--- config.mk ---
export PLATFORM = sky130hd
export DESIGN_NAME = ecat_rx_frame_packer
export DESIGN_NICKNAME = d
export VERILOG_FILES = /design/src/rtl/ecat_rx_frame_packer.sv
export SDC_FILE = /design/constraint.sdc
export NUM_CORES = 1
export LEC_CHECK = 0
export CORE_ASPECT_RATIO = 0.7
export CORE_MARGIN = 2
export CORE_UTILIZATION = 40
export DETAILED_ROUTE_END_ITERATION = 16
export GPL_TIMING_DRIVEN = 0
export PLACE_DENSITY = 0.68
export SYNTH_ARGS = -nofsm -noshare
export SYNTH_HDL_FRONTEND = slang
export SYNTH_SLANG_ARGS = --single-unit
--- constraint.sdc ---
create_clock -name clock -period 9.4 [get_ports clock]
set_input_delay 1.88 -clock clock [delete_from_list [all_inputs] [get_ports clock]]
set_output_delay 1.88 -clock clock [all_outputs]
set_load 0.1 [all_outputs]
--- src/rtl/ecat_rx_frame_packer.sv ---
// EtherCAT RX byte stream packer: 36-bit words into frame RAM port A,
// per-frame length header, commit pointer, rewind-on-drop.
module ecat_rx_frame_packer #(
   parameter int ADDR_WIDTH = 9,
   parameter int MAX_BYTES  = 1522
) (
   input  logic                  clock,
   input  logic                  reset_n,
   input  logic [7:0]            rx_data,
   input  logic                  rx_valid,
   input  logic                  rx_sop,
   input  logic                  rx_eop,
   input  logic                  rx_err,
   output logic                  rx_ready,
   input  logic [ADDR_WIDTH:0]   rd_ptr,
   output logic [35:0]           data_a,
   output logic                  wren_a,
   output logic [ADDR_WIDTH-1:0] address_a,
   output logic [ADDR_WIDTH:0]   commit_ptr,
   output logic                  frame_done,
   output logic                  frame_drop,
   output logic [15:0]           ok_cnt,
   output logic [15:0]           drop_cnt
);

   localparam int PW = ADDR_WIDTH + 1;
   localparam logic [PW-1:0] DEPTH = {1'b1, {ADDR_WIDTH{1'b0}}};

   typedef enum logic [2:0] {IDLE, DATA, LAST, HDR, DROP} state_t;

   state_t         state_q, state_n;
   logic [PW-1:0]  wr_ptr_q, wr_ptr_n;
   logic [PW-1:0]  commit_q, commit_n;
   logic [PW-1:0]  hdr_addr_q, hdr_addr_n;
   logic [31:0]    sr_q, sr_n;
   logic [1:0]     lane_q, lane_n;
   logic [15:0]    cnt_q, cnt_n;
   logic           sopw_q, sopw_n;
   logic           pend_q, pend_n;
   logic [35:0]    pword_q, pword_n;
   logic [15:0]    ok_q, drop_q;
   logic           run_q;

   logic [PW-1:0]  free, free_c, base, fbase;
   logic [31:0]    word_ins;
   logic           acc, start, too_long;

   assign free     = DEPTH - (wr_ptr_q - rd_ptr);
   assign free_c   = DEPTH - (commit_q - rd_ptr);
   assign rx_ready = run_q &&
                     (state_q == IDLE || state_q == DATA || state_q == DROP);
   assign acc      = rx_valid & rx_ready;
   assign too_long = ({1'b0, cnt_q} + 17'd1) > 17'(MAX_BYTES);

   always_comb begin
      word_ins = sr_q;
      word_ins[8*lane_q +: 8] = rx_data;
   end

   always_comb begin
      state_n    = state_q;
      wr_ptr_n   = wr_ptr_q;
      commit_n   = commit_q;
      hdr_addr_n = hdr_addr_q;
      sr_n       = sr_q;
      lane_n     = lane_q;
      cnt_n      = cnt_q;
      sopw_n     = sopw_q;
      pend_n     = 1'b0;
      pword_n    = pword_q;
      wren_a     = 1'b0;
      address_a  = wr_ptr_q[ADDR_WIDTH-1:0];
      data_a     = pword_q;
      frame_done = 1'b0;
      frame_drop = 1'b0;
      start      = 1'b0;
      base       = wr_ptr_q;
      fbase      = free;

      unique case (state_q)
         IDLE: begin
            if (acc && rx_sop) start = 1'b1;
         end
         DATA: begin
            if (acc && rx_sop) begin
               // Missing eop: abandon the old frame, restart from commit point
               frame_drop = 1'b1;
               wr_ptr_n   = commit_q;
               start      = 1'b1;
               base       = commit_q;
               fbase      = free_c;
            end else if (pend_q && free == '0) begin
               frame_drop = 1'b1;
               wr_ptr_n   = commit_q;
               state_n    = (acc && rx_eop) ? IDLE : DROP;
            end else begin
               if (pend_q) begin
                  wren_a   = 1'b1;
                  wr_ptr_n = wr_ptr_q + PW'(1);
               end
               if (acc) begin
                  if (too_long || (rx_eop && rx_err)) begin
                     wren_a     = 1'b0;
                     frame_drop = 1'b1;
                     wr_ptr_n   = commit_q;
                     state_n    = rx_eop ? IDLE : DROP;
                  end else begin
                     cnt_n = cnt_q + 16'd1;
                     if (lane_q == 2'd3 || rx_eop) begin
                        pend_n  = 1'b1;
                        pword_n = {sopw_q, rx_eop,
                                   rx_eop ? lane_q : 2'b11, word_ins};
                        sr_n    = '0;
                        lane_n  = '0;
                        sopw_n  = 1'b0;
                        if (rx_eop) state_n = LAST;
                     end else begin
                        sr_n   = word_ins;
                        lane_n = lane_q + 2'd1;
                     end
                  end
               end
            end
         end
         LAST: begin
            if (free == '0) begin
               frame_drop = 1'b1;
               wr_ptr_n   = commit_q;
               state_n    = IDLE;
            end else begin
               wren_a   = 1'b1;
               wr_ptr_n = wr_ptr_q + PW'(1);
               state_n  = HDR;
            end
         end
         HDR: begin
            wren_a     = 1'b1;
            address_a  = hdr_addr_q[ADDR_WIDTH-1:0];
            data_a     = {4'hA, 16'h0000, cnt_q};
            commit_n   = wr_ptr_q;
            frame_done = 1'b1;
            state_n    = IDLE;
         end
         DROP: begin
            if (acc && rx_eop) state_n = IDLE;
         end
         default: state_n = IDLE;
      endcase

      if (start) begin
         if (rx_eop && rx_err) begin
            frame_drop = 1'b1;
            state_n    = IDLE;
         end else if (fbase < PW'(2)) begin
            frame_drop = 1'b1;
            state_n    = rx_eop ? IDLE : DROP;
         end else begin
            hdr_addr_n = base;
            wr_ptr_n   = base + PW'(1);
            cnt_n      = 16'd1;
            if (rx_eop) begin
               pend_n  = 1'b1;
               pword_n = {4'b1100, 24'h0, rx_data};
               sr_n    = '0;
               lane_n  = '0;
               sopw_n  = 1'b0;
               state_n = LAST;
            end else begin
               sr_n    = {24'h0, rx_data};
               lane_n  = 2'd1;
               sopw_n  = 1'b1;
               state_n = DATA;
            end
         end
      end
   end

   always_ff @(posedge clock or negedge reset_n) begin
      if (!reset_n) begin
         state_q    <= IDLE;
         wr_ptr_q   <= '0;
         commit_q   <= '0;
         hdr_addr_q <= '0;
         sr_q       <= '0;
         lane_q     <= '0;
         cnt_q      <= '0;
         sopw_q     <= 1'b0;
         pend_q     <= 1'b0;
         pword_q    <= '0;
         ok_q       <= '0;
         drop_q     <= '0;
         run_q      <= 1'b0;
      end else begin
         state_q    <= state_n;
         wr_ptr_q   <= wr_ptr_n;
         commit_q   <= commit_n;
         hdr_addr_q <= hdr_addr_n;
         sr_q       <= sr_n;
         lane_q     <= lane_n;
         cnt_q      <= cnt_n;
         sopw_q     <= sopw_n;
         pend_q     <= pend_n;
         pword_q    <= pword_n;
         run_q      <= 1'b1;
         if (frame_done && ok_q != 16'hFFFF) ok_q <= ok_q + 16'd1;
         if (frame_drop && drop_q != 16'hFFFF) drop_q <= drop_q + 16'd1;
      end
   end

   assign commit_ptr = commit_q;
   assign ok_cnt     = ok_q;
   assign drop_cnt   = drop_q;

endmodule

# After elaboration in Yosys (flattened, before gate mapping)
# Cells that the tools add are included.
op_classes:
  magnitude_cmp: 2
  bitwise_logic: 3
  addsub: 12
  n_eq_ne: 13
  shifts: 2
  n_reduce_logical: 16
  mux: 110
op_table:
  columns: ["operator", "count"]
  rows:
  - ["36-bit 2-to-1 mux", 11]
  - ["32-bit 2-to-1 mux", 9]
  - ["10-bit 2-to-1 mux", 13]
  - ["16-bit 2-to-1 mux", 8]
  - ["16-bit by 1-bit adder with 16-bit output, second input constant", 3]
  - ["1-bit 2-to-1 mux", 38]
  - ["3-bit 2-to-1 mux", 12]
  - ["5-bit negator with 34-bit output", 1]
  - ["8-bit by 34-bit variable shift with 32-bit output, first input constant", 1]
  - ["8-bit by 34-bit indexed part select with 32-bit output", 1]
  - ["32-bit bitwise mux", 1]
  - ["16-bit inequality test, second input constant", 2]
  - ["2-bit 2-to-1 mux", 12]
  - ["10-bit by 1-bit adder with 10-bit output, second input constant", 2]
  - ["10-bit one-hot mux with 2 select lines", 1]
  - ["10-bit subtractor", 2]
  - ["10-bit subtractor, first input constant", 2]
  - ["16-bit by 1-bit adder with 17-bit output, second input constant", 1]
  - ["17-bit by 11-bit > comparator with 1-bit output, second input constant", 1]
  - ["3-bit one-hot mux with 4 select lines", 1]
  - ["10-bit zero test", 1]
  - ["10-bit by 2-bit < comparator with 1-bit output, second input constant", 1]
  - ["9-bit 2-to-1 mux", 1]
  - ["8-bit 2-to-1 mux", 1]
  - ["21 further kinds", 32]
word_totals:
  output_inout_bits: 91
  elab_cells: 171
  reg_bits: 153

# Depth between registers and ports, before layout
depth:
  depth_word: 13
  mapped_depth: 17
  depth_no_buf: 15

# Worst setup path before layout
# No wires, ideal clock.
synth_path:
  kind: "input -> output"
  start: "input rd_ptr[1]"
  end: "output wren_a"
  t_arrival_ns: 4.923
  path_stages: 12
  required_ns: 7.520
  n_path_buf: 0
  setup_slack_ns: 2.597
  path_cell_list: "ha_1 -> ha_1 -> inv_1 -> fa_1 -> nand2b_1 -> a21oi_1 -> mux2_2 -> nor2_1 -> nand4_1 -> or2_2 -> a41o_1 -> nand2b_1"
synth_between:
  elab_chain_cells: 7
  word_cells_on_any_way: 8
  classes_between: "add/sub (2); mux (4); reduce/logical (2)"
synth_rtl:
  columns: ["element", "line_no", "source"]
  rows:
  - ["start, declared", "15", "input logic [ADDR_WIDTH:0] rd_ptr,"]
  - ["10-bit subtractor (*) (2 in a row)", "48", "assign free = DEPTH - (wr_ptr_q - rd_ptr);"]
  - ["10-bit zero test (*)", "92, 126", null]
  - ["1-bit logical AND", "92", "end else if (pend_q && free == '0) begin"]
  - ["1-bit 2-to-1 mux", "92", null]
  - ["1-bit 2-to-1 mux", "85", "if (acc && rx_sop) begin"]
  - ["1-bit one-hot mux with 3 select lines (*)", "80", "unique case (state_q)"]
  - ["end, declared", "17", "output logic wren_a,"]
# Every way passes the cells marked *; elsewhere a longest branch is shown, timed or not.

# Final worst setup path
# Ends and elaborated chain as after synthesis.

==> impl_metrics.tcl <==
set metrics [dict create \
    synth.distinct_cells 72 \
    antenna_left 0 \
    crit_slowest_cell "clkdlybuf4s50_1" \
    dpl-instance-area_sq_mm 0.01107 \
    crit_path_max_incr_delay_ns 1.15 \
    async_reset_ff_share_pct 100.0 \
    cts.sinks 153 \
    ctsResizeCount 0 \
    pwr-share-clk_pct 17.0 \
    fin_tns_setup_ns 0 \
    gp_congestion 0.8511 \
    grt.overflow.total 0 \
    hp-class "reg -> reg" \
    crit_arrival_ns 6.38 \
    vias 8401 \
    n_antenna_cell 0 \
    synthMostInstantiatedCell "dfrtp_1" \
    critical_path.startpoint_type "primary input" \
    drc 0 \
    timing.rr.start "wr_ptr_q[5]" \
    worstMarginPinSlew_ns 1.040 \
    cts_setup_buffers 0 \
    netSwitchingPower_mw 2.033 \
    netlist_area_sq_mm 0.009507 \
    p_comb_share_pct 58.1 \
    hold_start "hdr_addr_q[0]" \
    crit_chain "clkdlybuf4s50_1 -> ha_1 -> ha_1 -> inv_1 -> fa_1 -> nand2b_1 -> a21oi_1 -> o22ai_2 -> xnor2_1 -> or2_1 -> buf_2 -> o21a_1 -> a41o_1 -> nand2b_1 -> clkdlybuf4s50_1" \
    nets 1256 \
    crit_family "buffers and inverters" \
    status "finished, final reports clean" \
    yosys.area.top_type_share_pct 40.27 \
    numCtsBuffers 17 \
    synth_seq_cells 153 \
    viasPerCell 5.549 \
    r2r-end "pword_q[0]" \
    cellLeakagePower_nw 5.050 \
    whs_endpoint "hdr_addr_q[0]" \
    clkLatencyLatePin_ns 0.44 \
    synth_cells 1052 \
    drive_gt1_share_pct 8.863 \
    drtIter0Drc 755 \
    yosysWarningCount 0 \
    holdPathStages 1 \
    wl_per_cell_um 18.18 \
    die-area_sq_mm 0.02504 \
    pwr-share-seq_pct 24.9 \
    drt-pass1-iter-count 5 \
    synth_edf_count 0 \
    fin_area_sq_mm 0.01165 \
    pre_cts_ws_ns 1.165 \
    clock_path_buffers 2 \
    ys_seq_area_share_pct 40.27 \
    fin_crit_ns 8.263 \
    final-setup-viol-count 0 \
    portBuffers 113 \
    fin_skew_ns 0.01483 \
    hold_slack_ns 0.4838 \
    synthTopCellsByArea "dfrtp_1 40%, ha_1 5.9%, a21oi_1 5.1%" \
    wl_mm 27.53 \
    finish.utilization_pct 49.63 \
    hold_buffers 0 \
    fin_crit_sh_pct 87.90 \
    grt_max_degree 108 \
    start_util_pct 40.52 \
    area.growth.synth_to_final_pct 22.51 \
    switching_share_pct 51.83 \
    critical_path_class "in -> out" \
    finalMaxSlewViolations 0 \
    yosysTopAreaCell "dfrtp_1" \
    ctsRootBufferMaster "clkbuf_16" \
    ff2ff_setup_slack_ns 5.01 \
    grt_pass1_wl_mm 43.81 \
    grt_setup_unrepaired "false" \
    maxCapViolations 0 \
    p_int_mw 1.889 \
    relSlewSlack_pct 30.11 \
    place_hpwl_mm 20.09 \
    syn-num-nets 1123 \
    io_pins 115 \
    finalNonFillerCells 1514 \
    tritoncts "built" \
    place_inst 1484 \
    fmax_ghz 0.1210 \
    yosys-top-cells-count "153 x dfrtp_1, 112 x nor2_1, 96 x a21oi_1, 73 x nand2_1, 57 x nor3_1" \
    p_total_mw 3.922 \
    fp.coreArea_sq_mm 0.02346 \
    final-hold-violation-count 0 \
    worstRegToRegCells 14 \
    row_count 47 \
    grt.total_usage_pct 22.31 \
    worstPathRequired_ns 7.52 \
    worst_setup_path_end_kind "output pin" \
    die-height_um 133.0 \
    dieWidth_um 188.3 \
    synth_flop_cell "dfrtp_1" \
    crit_buf_inv 4 \
    peakVddDrop_mv 0.1899 \
    clkTransAtPathRegs_ns 0.05 \
    avgSynthCellArea_sq_um 9.037 \
    fin_ws_ns 1.137 \
    p_per_area_mw_per_mm2 336.8 \
    cts_max_level 4 \
    grt_pass1_vias 7793 \
    antenna_found_initial 0 \
    critPathMaxFanout 8 \
]
## metal layers
layer | wire length [um] | track usage (%)
met4 | 294 | 4.856
met2 | 11230 | 30.30
met1 | 13630 | 34.73
met3 | 2374 | 6.127
met5 | 0 | 0
## registers in the layout (all words and copies together) (netlist names)
| name | count |
|---|---|
| wr_ptr_q | 10 |
| sopw_q | 1 |
| hdr_addr_q | 9 |
| pend_q | 1 |
| pword_q | 36 |
| lane_q | 2 |
| state_q | 3 |
| commit_ptr | 10 |
| run_q | 1 |
| drop_cnt | 16 |
| ok_cnt | 16 |
| sr_q | 32 |
| cnt_q | 16 |
## area by class of cell
class | instances | area [sq um]
flip-flops and latches | 153 | 3829
plain buffers | 52 | 231.5
well taps | 318 | 397.9
clock buffers | 23 | 498.0
clock inverters | 7 | 67.56
multi-input cells | 798 | 5275
inverters | 49 | 183.9
repair buffers | 114 | 1164
fillers | 2209 | 11820
## kinds of logic (layout without fill, tap and decap cells)
| kind of cell | count (synthesis) | after routing | synth area share [%] |
|---|---|---|---|
| and+or+nand+nor | 401 | 401 | 21.19 |
| DFF | 153 | 153 | 40.27 |
| other | 1 | 1 | 0.03945 |
| xor gates and xnor gates | 61 | 61 | 5.620 |
| buffers and inverters | 101 | 245 | 4.369 |
| muxes | 60 | 60 | 6.765 |
| adders and majority gates | 47 | 47 | 6.344 |
| AOI/OAI and AO/OA | 228 | 228 | 15.40 |
## worst max path at each step
| stage | startpoint | to | cells past startpoint |
|---|---|---|---|
| CTS | rd_ptr[0] | wren_a | 17 |
| floorplan | rd_ptr[1] | wren_a | 12 |
| finish | rd_ptr[1] | wren_a | 15 |
| global placement | reset_n | drop_cnt[0] | 1 |
| detailed placement | rd_ptr[0] | wren_a | 17 |
| global route | rd_ptr[0] | wren_a | 17 |
## cells in the final DEF (no fill, tap or decap), types with 7 or more instances in the layout
| cell | count |
|---|---|
| dfrtp_1 | 153 |
| nor2_1 | 112 |
| clkdlybuf4s50_1 | 112 |
| a21oi_1 | 96 |
| nand2_1 | 73 |
| nor3_1 | 57 |
| inv_1 | 48 |
| ha_1 | 45 |
| nor2b_1 | 38 |
| xnor2_1 | 34 |
| mux2_2 | 33 |
| o21ai_0 | 33 |
| a211oi_1 | 32 |
| clkbuf_1 | 27 |
| xor2_1 | 27 |
| nand3_1 | 27 |
| mux2i_1 | 26 |
| and2_1 | 23 |
| buf_2 | 20 |
| clkbuf_16 | 17 |
| nand4_1 | 14 |
| nand2b_1 | 11 |
| a21o_1 | 9 |
| and3_1 | 9 |
| o22ai_1 | 9 |
| a221oi_1 | 7 |
## power groups by stage
stage | Clock (mW) | Sequential [mW] | Combinational (mW)
after detailed placement | 0 | 0.982 | 2.25
after floorplan | 0 | 1.14 | 1.56
after global placement | 0 | 0.980 | 2.22
final | 0.667 | 0.976 | 2.28
after CTS | 0.674 | 0.972 | 2.26
after global routing | 0.701 | 0.997 | 2.42
Power figures use the tool's default switching activity.
